### src/rtl/float_pkg.sv
// rtl/float_pkg.sv - shared single-precision float constants and divider FSM encodings
package float_pkg;

    localparam int          EXP_W   = 8;
    localparam int          MAN_W   = 23;
    localparam int          BIAS    = 127;
    localparam logic [7:0]  EXP_MAX = 8'hFF;
    localparam logic [31:0] POS_INF = 32'h7F800000;

    // Quotient width: one integer bit, 23 fraction bits, guard, and one spare
    // bit so that a quotient below 1.0 still yields a full mantissa plus guard.
    localparam int          Q_W     = 26;
    localparam logic [4:0]  DIV_LAST = 5'd25;

    typedef enum logic [1:0] {
        ST_IDLE = 2'd0,
        ST_DIV  = 2'd1,
        ST_NORM = 2'd2,
        ST_DONE = 2'd3
    } div_state_t;

endpackage

### src/rtl/float_div_if.sv
// rtl/float_div_if.sv - operand/result handshake bundle for the float divider
interface float_div_if;

    logic        in_valid;
    logic        in_ready;
    logic [31:0] ain;
    logic [31:0] bin;
    logic [31:0] out;
    logic        out_valid;
    logic        out_ready;
    logic        dz;
    logic        ovf;
    logic        unf;

    modport slave (
        input  in_valid, ain, bin, out_ready,
        output in_ready, out, out_valid, dz, ovf, unf
    );

    modport master (
        output in_valid, ain, bin, out_ready,
        input  in_ready, out, out_valid, dz, ovf, unf
    );

endinterface

### src/rtl/float_div_mant_core.sv
// rtl/float_div_mant_core.sv - radix-2 restoring mantissa divider, one quotient bit per clock
module float_div_mant_core
    import float_pkg::*;
(
    input  logic           clk,
    input  logic           rst_n,
    input  logic           start,
    input  logic [23:0]    ma,
    input  logic [23:0]    mb,
    output logic [Q_W-1:0] q,
    output logic           done
);

    logic [24:0] rem;
    logic [23:0] mb_r;
    logic [4:0]  cnt;
    logic        busy;
    logic        ge;
    logic [24:0] rem_sub;

    // Partial remainder never reaches 2*mb, so 25 bits hold it before each compare.
    always_comb begin
        ge      = (rem >= {1'b0, mb_r});
        rem_sub = ge ? (rem - {1'b0, mb_r}) : rem;
    end

    // Load on start, then shift one quotient bit in MSB-first per cycle.
    always_ff @(posedge clk or negedge rst_n) begin
        if (!rst_n) begin
            rem  <= '0;
            mb_r <= '0;
            cnt  <= '0;
            busy <= 1'b0;
            q    <= '0;
        end else if (start) begin
            rem  <= {1'b0, ma};
            mb_r <= mb;
            cnt  <= '0;
            busy <= 1'b1;
            q    <= '0;
        end else if (busy) begin
            q   <= {q[Q_W-2:0], ge};
            rem <= {rem_sub[23:0], 1'b0};
            cnt <= cnt + 5'd1;
            if (cnt == DIV_LAST) begin
                busy <= 1'b0;
            end
        end
    end

    // High during the cycle whose closing edge produces the final quotient bit.
    always_comb begin
        done = busy && (cnt == DIV_LAST);
    end

endmodule

### src/rtl/float_div.sv
// rtl/float_div.sv - iterative IEEE-754 single-precision divider with valid/ready handshake
module float_div
    import float_pkg::*;
#(
    parameter bit          ROUND_EN = 1'b1,
    parameter logic [31:0] QNAN_VAL = 32'h7FC00000
)
(
    input  logic        clk,
    input  logic        rst_n,
    float_div_if.slave  bus
);

    div_state_t state;
    div_state_t state_next;

    logic        accept;
    logic        start;
    logic        core_done;
    logic [Q_W-1:0] q;

    logic              sign_in;
    logic [EXP_W-1:0]  ea_in;
    logic [EXP_W-1:0]  eb_in;
    logic [23:0]       ma_in;
    logic [23:0]       mb_in;

    logic        spec_hit;
    logic        spec_dz;
    logic [31:0] spec_out;

    logic              sign_r;
    logic [EXP_W-1:0]  ea_r;
    logic [EXP_W-1:0]  eb_r;
    logic [31:0]       out_r;
    logic              dz_r;
    logic              ovf_r;
    logic              unf_r;

    logic signed [9:0] e_n;
    logic [MAN_W-1:0]  man_n;
    logic              guard;
    logic [MAN_W:0]    man_rnd;
    logic [31:0]       norm_out;
    logic              norm_ovf;
    logic              norm_unf;

    // Unpack operands straight off the bus; they are only used on the accept cycle.
    always_comb begin
        sign_in = bus.ain[31] ^ bus.bin[31];
        ea_in   = bus.ain[MAN_W +: EXP_W];
        eb_in   = bus.bin[MAN_W +: EXP_W];
        ma_in   = {1'b1, bus.ain[MAN_W-1:0]};
        mb_in   = {1'b1, bus.bin[MAN_W-1:0]};
        accept  = bus.in_valid && (state == ST_IDLE);
    end

    // Special operands resolve without iterating; first matching rule wins.
    always_comb begin
        spec_hit = 1'b1;
        spec_dz  = 1'b0;
        spec_out = '0;
        if (ea_in == EXP_MAX || eb_in == EXP_MAX) begin
            spec_out = QNAN_VAL;
        end else if (ea_in == '0 && eb_in == '0) begin
            spec_out = QNAN_VAL;
        end else if (eb_in == '0) begin
            spec_out = POS_INF | {sign_in, 31'd0};
            spec_dz  = 1'b1;
        end else if (ea_in == '0) begin
            spec_out = '0;
        end else begin
            spec_hit = 1'b0;
        end
    end

    float_div_mant_core u_mant_core (
        .clk   (clk),
        .rst_n (rst_n),
        .start (start),
        .ma    (ma_in),
        .mb    (mb_in),
        .q     (q),
        .done  (core_done)
    );

    // Normalise the quotient, round on the guard bit and range-check the exponent.
    always_comb begin
        e_n = $signed({2'b00, ea_r}) - $signed({2'b00, eb_r}) + $signed(10'(BIAS));
        if (q[25]) begin
            man_n = q[24:2];
            guard = q[1];
        end else begin
            man_n = q[23:1];
            guard = q[0];
            e_n   = e_n - 10'sd1;
        end
        man_rnd = {1'b0, man_n} + {{MAN_W{1'b0}}, (ROUND_EN && guard)};
        if (man_rnd[MAN_W]) begin
            e_n = e_n + 10'sd1;
        end
        norm_ovf = 1'b0;
        norm_unf = 1'b0;
        if (e_n >= 10'sd255) begin
            norm_out = POS_INF | {sign_r, 31'd0};
            norm_ovf = 1'b1;
        end else if (e_n <= 10'sd0) begin
            norm_out = '0;
            norm_unf = 1'b1;
        end else begin
            norm_out = {sign_r, e_n[7:0], man_rnd[MAN_W-1:0]};
        end
    end

    // State register.
    always_ff @(posedge clk or negedge rst_n) begin
        if (!rst_n) begin
            state <= ST_IDLE;
        end else begin
            state <= state_next;
        end
    end

    // Next-state logic.
    always_comb begin
        state_next = state;
        case (state)
            ST_IDLE: if (accept)        state_next = spec_hit ? ST_DONE : ST_DIV;
            ST_DIV:  if (core_done)     state_next = ST_NORM;
            ST_NORM:                    state_next = ST_DONE;
            ST_DONE: if (bus.out_ready) state_next = ST_IDLE;
            default:                    state_next = ST_IDLE;
        endcase
    end

    // FSM outputs: handshake strobes and the mantissa core kick-off.
    always_comb begin
        bus.in_ready  = (state == ST_IDLE);
        bus.out_valid = (state == ST_DONE);
        start         = accept && !spec_hit;
    end

    // Operand latch on accept, result and flag capture on special or NORM.
    always_ff @(posedge clk or negedge rst_n) begin
        if (!rst_n) begin
            sign_r <= 1'b0;
            ea_r   <= '0;
            eb_r   <= '0;
            out_r  <= '0;
            dz_r   <= 1'b0;
            ovf_r  <= 1'b0;
            unf_r  <= 1'b0;
        end else if (accept) begin
            sign_r <= sign_in;
            ea_r   <= ea_in;
            eb_r   <= eb_in;
            dz_r   <= spec_dz;
            ovf_r  <= 1'b0;
            unf_r  <= 1'b0;
            if (spec_hit) begin
                out_r <= spec_out;
            end
        end else if (state == ST_NORM) begin
            out_r <= norm_out;
            ovf_r <= norm_ovf;
            unf_r <= norm_unf;
        end
    end

    // Result and flags are held in registers and only change on accept or NORM.
    always_comb begin
        bus.out = out_r;
        bus.dz  = dz_r;
        bus.ovf = ovf_r;
        bus.unf = unf_r;
    end

endmodule
### src/flat_wrapper.sv
// flat-port wrapper written by rule: the top's interface ports become plain ports
module float_div_flat import float_pkg::*;
#(
    parameter bit          ROUND_EN = 1'b1,
    parameter logic [31:0] QNAN_VAL = 32'h7FC00000
)
  (clk, rst_n, bus_in_valid, bus_ain, bus_bin, bus_out_ready, bus_in_ready, bus_out, bus_out_valid, bus_dz, bus_ovf, bus_unf);
  float_div_if bus_i ();
  input  logic clk;
  input  logic rst_n;
  input wire logic [$bits(bus_i.in_valid)-1:0] bus_in_valid;
  input wire logic [$bits(bus_i.ain)-1:0] bus_ain;
  input wire logic [$bits(bus_i.bin)-1:0] bus_bin;
  input wire logic [$bits(bus_i.out_ready)-1:0] bus_out_ready;
  output wire logic [$bits(bus_i.in_ready)-1:0] bus_in_ready;
  output wire logic [$bits(bus_i.out)-1:0] bus_out;
  output wire logic [$bits(bus_i.out_valid)-1:0] bus_out_valid;
  output wire logic [$bits(bus_i.dz)-1:0] bus_dz;
  output wire logic [$bits(bus_i.ovf)-1:0] bus_ovf;
  output wire logic [$bits(bus_i.unf)-1:0] bus_unf;
  assign bus_i.in_valid = bus_in_valid;
  assign bus_i.ain = bus_ain;
  assign bus_i.bin = bus_bin;
  assign bus_i.out_ready = bus_out_ready;
  assign bus_in_ready = bus_i.in_ready;
  assign bus_out = bus_i.out;
  assign bus_out_valid = bus_i.out_valid;
  assign bus_dz = bus_i.dz;
  assign bus_ovf = bus_i.ovf;
  assign bus_unf = bus_i.unf;
  float_div #(.ROUND_EN(ROUND_EN), .QNAN_VAL(QNAN_VAL)) u_core (.clk(clk), .rst_n(rst_n), .bus(bus_i));
endmodule
### config.mk
export PLATFORM = sky130hd
export DESIGN_NAME = float_div_flat
export DESIGN_NICKNAME = d
export VERILOG_FILES = /design/src/rtl/float_pkg.sv /design/src/rtl/float_div_if.sv /design/src/rtl/float_div_mant_core.sv /design/src/rtl/float_div.sv /design/src/flat_wrapper.sv
export SDC_FILE = /design/constraint.sdc
export NUM_CORES = 1
export LEC_CHECK = 0
export CAP_MARGIN = 20
export CORE_ASPECT_RATIO = 0.8
export CORE_MARGIN = 4
export CORE_UTILIZATION = 52
export DETAILED_ROUTE_END_ITERATION = 8
export GPL_ROUTABILITY_DRIVEN = 0
export PLACE_DENSITY = 0.76
export SYNTH_ARGS = -nofsm -noshare
export SYNTH_HDL_FRONTEND = slang
export SYNTH_SLANG_ARGS = --single-unit
### constraint.sdc
create_clock -name clk -period 4.8 [get_ports clk]
set_input_delay 0.96 -clock clk [delete_from_list [all_inputs] [get_ports clk]]
set_output_delay 0.96 -clock clk [all_outputs]
set_load 0.01 [all_outputs]
=== Word level (Yosys, flattened, before mapping) ===
Index checks and enable logic that the tools add are counted.

* Flip-flop bits (word level): 135
* Input port bits: 68
* Output and inout bits: 37
* Logic and storage cells: 88

* $add $sub $neg: 7
* $lt $le $gt $ge: 3
* Eq/ne operators: 10
* Muxes and demuxes: 41
* Bitwise operators: 1
* Reductions and logical operators: 13

{| class="wikitable"
|+ Operator list
! cell !! number
|-
| $mux 32 || 8
|-
| $mux 26 || 2
|-
| $mux 25 || 2
|-
| $ge 25x24->1 || 1
|-
| $add 23x1->24 || 1
|-
| $mux 24 || 1
|-
| $sub 24x24->24 || 1
|-
| $mux 23 || 1
|-
| $mux 10 || 2
|-
| $mux 1 || 18
|-
| $eq 8x8->1 const B || 2
|-
| $logic_not 8->1 || 2
|-
| $add 10x2->10 const B || 1
|-
| $add 10x8->10 const B || 1
|-
| $ge 10x9->1 const B || 1
|-
| $le 10x1->1 const B || 1
|-
| $mux 5 || 2
|-
| $sub 10x2->10 const B || 1
|-
| $sub 8x8->9 || 1
|-
| $mux 2 || 4
|-
| $pmux 2 s4 || 1
|-
| $add 5x1->5 const B || 1
|-
| $eq 5x5->1 const B || 1
|-
| $eq 2x2->1 const B || 2
|-
| 11 further kinds || 17
|}

=== Longest topological paths before layout ===
* Depth after elaboration: 11
* Depth in mapped cells: 18
* Mapped depth without buffers: 15

=== Cells and area by module ===
Synthesis repeated with hierarchy kept, for this count alone.

* Cell total of the unflattened synthesis: 1027
* Area, all modules: 9278.9 µm²

{| class="wikitable"
|+ Modules (own cells, without submodules)
! module !! times used !! cells each !! area each (µm²) !! seq. area each (µm²)
|-
| float_div_mant_core || 1 || 531 || 4810.9 || 2026.9
|-
| float_div || 1 || 496 || 4468.0 || 1351.3
|}

=== Worst setup path before layout ===
OpenSTA, ideal clock, no wires.

* Path type: reg2reg
* Start point: reg u_core.u_mant_core.q[25]
* End point: reg u_core.out_r[7], in the netlist u_core.bus.out[7]
* Library setup time: 0.121 ns
* Arrival time: 4.380 ns
* Data required time: 4.679 ns
* Slack: 0.300 ns
* Cell stages (with the launch flop): 19
* Buffers on the path: 5
* Path through: dfrtp_1 -> buf_4 -> buf_4 -> buf_1 -> clkbuf_1 -> mux2_2 -> ha_1 -> nand2_1 -> a2111oi_4 -> and3_4 -> nand4_4 -> or3_4 -> or4_1 -> nor2_1 -> xor2_1 -> a2111oi_1 -> nand4bb_4 -> buf_6 -> o21ai_2

* Word-level cells in the longest chain between the ends: 8
* Elaborated cells between the ends (all ways): 12

{| class="wikitable"
|+ Ends and longest elaborated chain
! element !! RTL line !! source
|-
| start: declaration || float_div_mant_core.sv:10 || <nowiki>output logic [Q_W-1:0] q,</nowiki>
|-
| start signal: assignment || float_div_mant_core.sv:42 || <nowiki>q <= {q[Q_W-2:0], ge};</nowiki>
|-
| $mux 23, or another cell as far along || float_div.sv:90 || <nowiki>if (q[25]) begin</nowiki>
|-
| $add 23x1->24 / $add 10x2->10 (equally long branches) || float_div.sv:98, float_div.sv:100 ||
|-
| $mux 10 || float_div.sv:99 || <nowiki>if (man_rnd[MAN_W]) begin</nowiki>
|-
| $le 10x1->1 || float_div.sv:107 || <nowiki>end else if (e_n <= 10'sd0) begin</nowiki>
|-
| $mux 32 || float_div.sv:107 ||
|-
| $mux 32 (*) || float_div.sv:104 || <nowiki>if (e_n >= 10'sd255) begin</nowiki>
|-
| $mux 32 (*) || float_div.sv:163 || <nowiki>end else if (state == ST_NORM) begin</nowiki>
|-
| $mux 32 (*) || float_div.sv:153 || <nowiki>end else if (accept) begin</nowiki>
|-
| end signal: assignment || float_div.sv:161 || <nowiki>out_r <= spec_out;</nowiki>
|-
| end signal: assignment || float_div.sv:164 || <nowiki>out_r <= norm_out;</nowiki>
|-
| end: declaration || float_div.sv:35 || <nowiki>logic [31:0] out_r;</nowiki>
|}

Every way passes the cells marked *; elsewhere a longest branch is shown, timed or not. The select of a mux whose other input is x is not followed.
A chain may end at the register's enable or synchronous reset.

=== Worst setup path in the final report ===
* Start point: reg u_core.ea_r[0]
* End point: reg u_core.out_r[2], in the netlist u_core.bus.out[2]

* Word-level cells in the longest chain between the ends: 11
* Elaborated cells between the ends (all ways): 12

{| class="wikitable"
|+ Ends and longest elaborated chain
! element !! RTL line !! source
|-
| start: declaration || float_div.sv:33 || <nowiki>logic [EXP_W-1:0] ea_r;</nowiki>
|-
| start signal: assignment || float_div.sv:155 || <nowiki>ea_r <= ea_in;</nowiki>
|-
| $sub 8x8->9 (*) || float_div.sv:89 || <nowiki>e_n = $signed({2'b00, ea_r}) - $signed({2'b00, eb_r}) + $signed(10'(BIAS));</nowiki>
|-
| $add 10x8->10 (*) || float_div.sv:89 ||
|-
| $sub 10x2->10 || float_div.sv:96 || <nowiki>e_n = e_n - 10'sd1;</nowiki>
|-
| $mux 10 (*) || float_div.sv:90 ||
|-
| $add 10x2->10 || float_div.sv:100 || <nowiki>e_n = e_n + 10'sd1;</nowiki>
|-
| $mux 10 (*) || float_div.sv:99 ||
|-
| $le 10x1->1 || float_div.sv:107 ||
|-
| $mux 32 || float_div.sv:107 ||
|-
| $mux 32 (*) || float_div.sv:104 ||
|-
| $mux 32 (*) || float_div.sv:163 ||
|-
| $mux 32 (*) || float_div.sv:153 ||
|}

Marked as above.

==> summary.md <==
| Metric | Value |
|---|---|
| Outcome | finished, final reports clean |
| Share of the synthesized area in the top cell type | between 30% and 40% |
| Critical path endpoint category | flop |
| Crit path launch type | flop |
| Largest net degree at the start of global routing | about 100 |
| Core area | approximately 0.017 mm2 |
| Via count | 7,996 |
| Worst-path clk slew | around 0.060 ns |
| I/O Buffers | 104 |
| Drt initial violations | 560 |
| Fin crit share | a little over nine tenths |
| Finished Core Util | between 60 and 70% |
| Die area | 0.0199 mm2 |
| Max-Cap Viols | 0 |
| WS Path Type | flop to flop |
| Setup tns final | 0 ns |
| CTS buffer count | 17 |
| Yosys cell types | 77 |
| # fillers | ~1.4k |
| Nets | between 1k and 1.5k |
| H-tree depth | 4 |
| Max-slew headroom | 37.8% |
| Synth warnings | 0 |
| Remaining antenna violation count after routing | 0 |
| Final Max Tran Viols | 0 |
| Synth area leader | dfrtp_1 |
| Overflow after GRT | 0 |
| Initial Utilization | about 53% |
| Final setup fails | 0 |
| Worst hold path class | flop to flop |
| Post-layout min period | around 4.7 ns |
| Clock skew | approximately 0.008 ns |
| Top post-synthesis cells by area | dfrtp_1, ha_1, mux2i_1 |
| Mapped Area | 0.00923 mm2 |
| Cells after Synth | between 1k and 1.5k |
| Vias in the first global route | approximately 7.5k |
| EDFF count, synth | 0 |
| Fmax achieved | 213 MHz |
| Number of synthesized register bits | 135 |
| Layout cells sized above 1 | about 10% |
| Synth-to-layout area growth | 21.1% |
| Mean Syn Cell Area | between 8 and 9 um2 |
| DRT Pass-1 Iters | 5 |
| Worst Path Max Fanout | 6 |
| DRC | 0 |
| Post-DP HPWL | 15,600 um |
| GRT Util Overall | between 20% and 30% |
| Top_reg_cell synth | dfrtp_1 |
| CTS sink cnt | approximately 140 |
| FFs w/ async S/R, synth | 100% |
| Sequential area share after synthesis | between 30% and 40% |
| WP data required | around 5.1 ns |
| Worst-Skew Late Latency | roughly 0.42 ns |
| Die Span X | around 160 um |
| CTS root buf | clkbuf_16 |
| First-pass GRT wire length | approximately 38,000 um |
| CTS tree | done |
| Syn_nets | about 1.2k |
| Vias per cell | between 5 and 6 |
| Drt wl/cell | 16.3 um |
| Final wirelength | approximately 23,000 um |
| ANT cells | 0 |
| Hold Vio Cnt, Final | 0 |
| Slew @ Worst Pin | 0.933 ns |
| Std cell rows | 43 |
| Arrival @ worst endpoint | 5.04 ns |
| Chip height | approximately 130 um |
| Max Root-Sink Buffers | 2 |
| I/O pin total | about 110 |
| Initial antenna violation count | 0 |
## path summary, 6_finish.rpt
check / cells after the start / slack, ns / to / startpoint
setup / recovery: 16 / 0.1 / u_core.bus.out[2] / u_core.ea_r[0]
setup reg to reg: 16 / 0.1 / u_core.bus.out[2] / u_core.ea_r[0]
min in group asynchronous: 1 / 0.65 / u_core.u_mant_core.mb_r[10] / rst_n
hold reg to reg: 2 / 0.45 / u_core.u_mant_core.mb_r[23] / u_core.u_mant_core.mb_r[23]
max in group asynchronous: 2 / 3.13 / u_core.bus.out[25] / rst_n
hold / removal: 2 / 0.45 / u_core.u_mant_core.mb_r[23] / u_core.u_mant_core.mb_r[23]
## worst max-delay path, cell delays in order (launching register included)
cell	delay, ns
dfrtp_1	0.36
inv_1	0.07
ha_1	0.18
fa_2	0.49
ha_4	0.30
or3b_1	0.37
o21ai_1	0.16
mux2i_2	0.15
xor2_1	0.21
or3_4	0.45
or4_1	0.57
nor2_2	0.17
xor2_2	0.30
a2111oi_4	0.09
buf_4	0.18
nand4bb_4	0.34
o21ai_1	0.22
## kinds of logic after synthesis
group                      share of synthesized area (%)
buffers and inverters                               4.94
adders and majority gates                           6.27
muxes                                               6.80
DFF                                                 36.6
xor gates and xnor gates                            7.49
and+or+nand+nor                                     19.4
AOI/OAI and AO/OA                                   18.5
## layout make-up
type                    count  area (um2)  area share (%)
well taps                 225         282            2.52
clock inverters            13         130            1.16
multi-input cells         815        5540            49.6
clock buffers              19         443            3.96
flip-flops and latches    135        3380            30.3
repair buffers            121        1190            10.7
inverters                  54         203            1.81
## cells in the mapped netlist, types with 21 or more instances
library cell    n
o21ai_2        21
xnor2_1        39
a21oi_1        65
mux2i_1        48
ha_1           43
xor2_1         38
nand2_1       127
o21ai_0        65
clkbuf_1       49
inv_1          54
dfrtp_1       135
nor2_1         99
nand3_1        21
## timing repair
item                                   in CTS  in global routing
setup endpoints to repair                  23                 31
endpoints found under the hold margin       0                  0
hold buffers                                0                  0
pin swaps                                   1                  5
buffers inserted                            0                  2
gates resized for setup                     5                 15
gates cloned                                1                  1
## flip-flops by register name, summed over array words and instances (netlist names)
| name | cells |
|---|---|
| u_core.bus.out | 32 |
| u_core.u_mant_core.q | 26 |
| u_core.u_mant_core.rem | 25 |
| u_core.u_mant_core.mb_r | 24 |
| u_core.ea_r | 8 |
| u_core.eb_r | 8 |
| u_core.u_mant_core.cnt | 5 |
| u_core.state | 2 |
| u_core.bus.dz | 1 |
| u_core.bus.ovf | 1 |
| u_core.bus.unf | 1 |
| u_core.sign_r | 1 |
| u_core.u_mant_core.busy | 1 |
## cells in the final DEF, fill, tap and decap left out, types with 6 or more instances in the layout
cell type          n
o22ai_1           11
o31ai_1            7
clkinv_2           6
nand2b_1          12
o21bai_1           8
ha_1              42
xnor2_1           38
nor3_1            15
o21ai_0           61
nor2_1            98
o21ai_2           22
dfrtp_1          133
nand4_1           13
mux2i_1           47
nand2_1          127
a211oi_1           8
clkdlybuf4s50_1  103
mux2_2            13
nor2b_1           12
xor2_1            37
a21oi_1           64
a21o_1            20
buf_4             15
and3_1            19
clkbuf_16         17
inv_1             54
a221o_1            7
nor4_1             8
or3_1              6
nand3b_1           7
o21a_1             7
nand3_1           21
## per-stage QoR
stage	setup slack, ns	instances	hold slack [ns]	area [um2]
after floorplan	0.300	1062	0.418	9230
after global placement	0.0351	1346	0.434	10400
after detailed placement	-0.141	1346	0.441	10400
after CTS	0.00737	1379	0.455	11100
after global routing	-0.0731	1382	0.486	11200
final	0.0979	1382	0.454	11200
## layer usage
layer	GRT usage [%]	up-vias	wire length (um)	part of all wire, %
met5	0	-	0	0
met4	5.31	0	281	1.2
met3	4.74	37	1300	5.8
met2	34.0	214	9970	44
met1	35.0	3868	11000	49
li1	-	3877	-	-
Power is left out: the tool's default activity adds up to more than one toggle a clock period on the data nets, which glitch-free logic cannot reach.
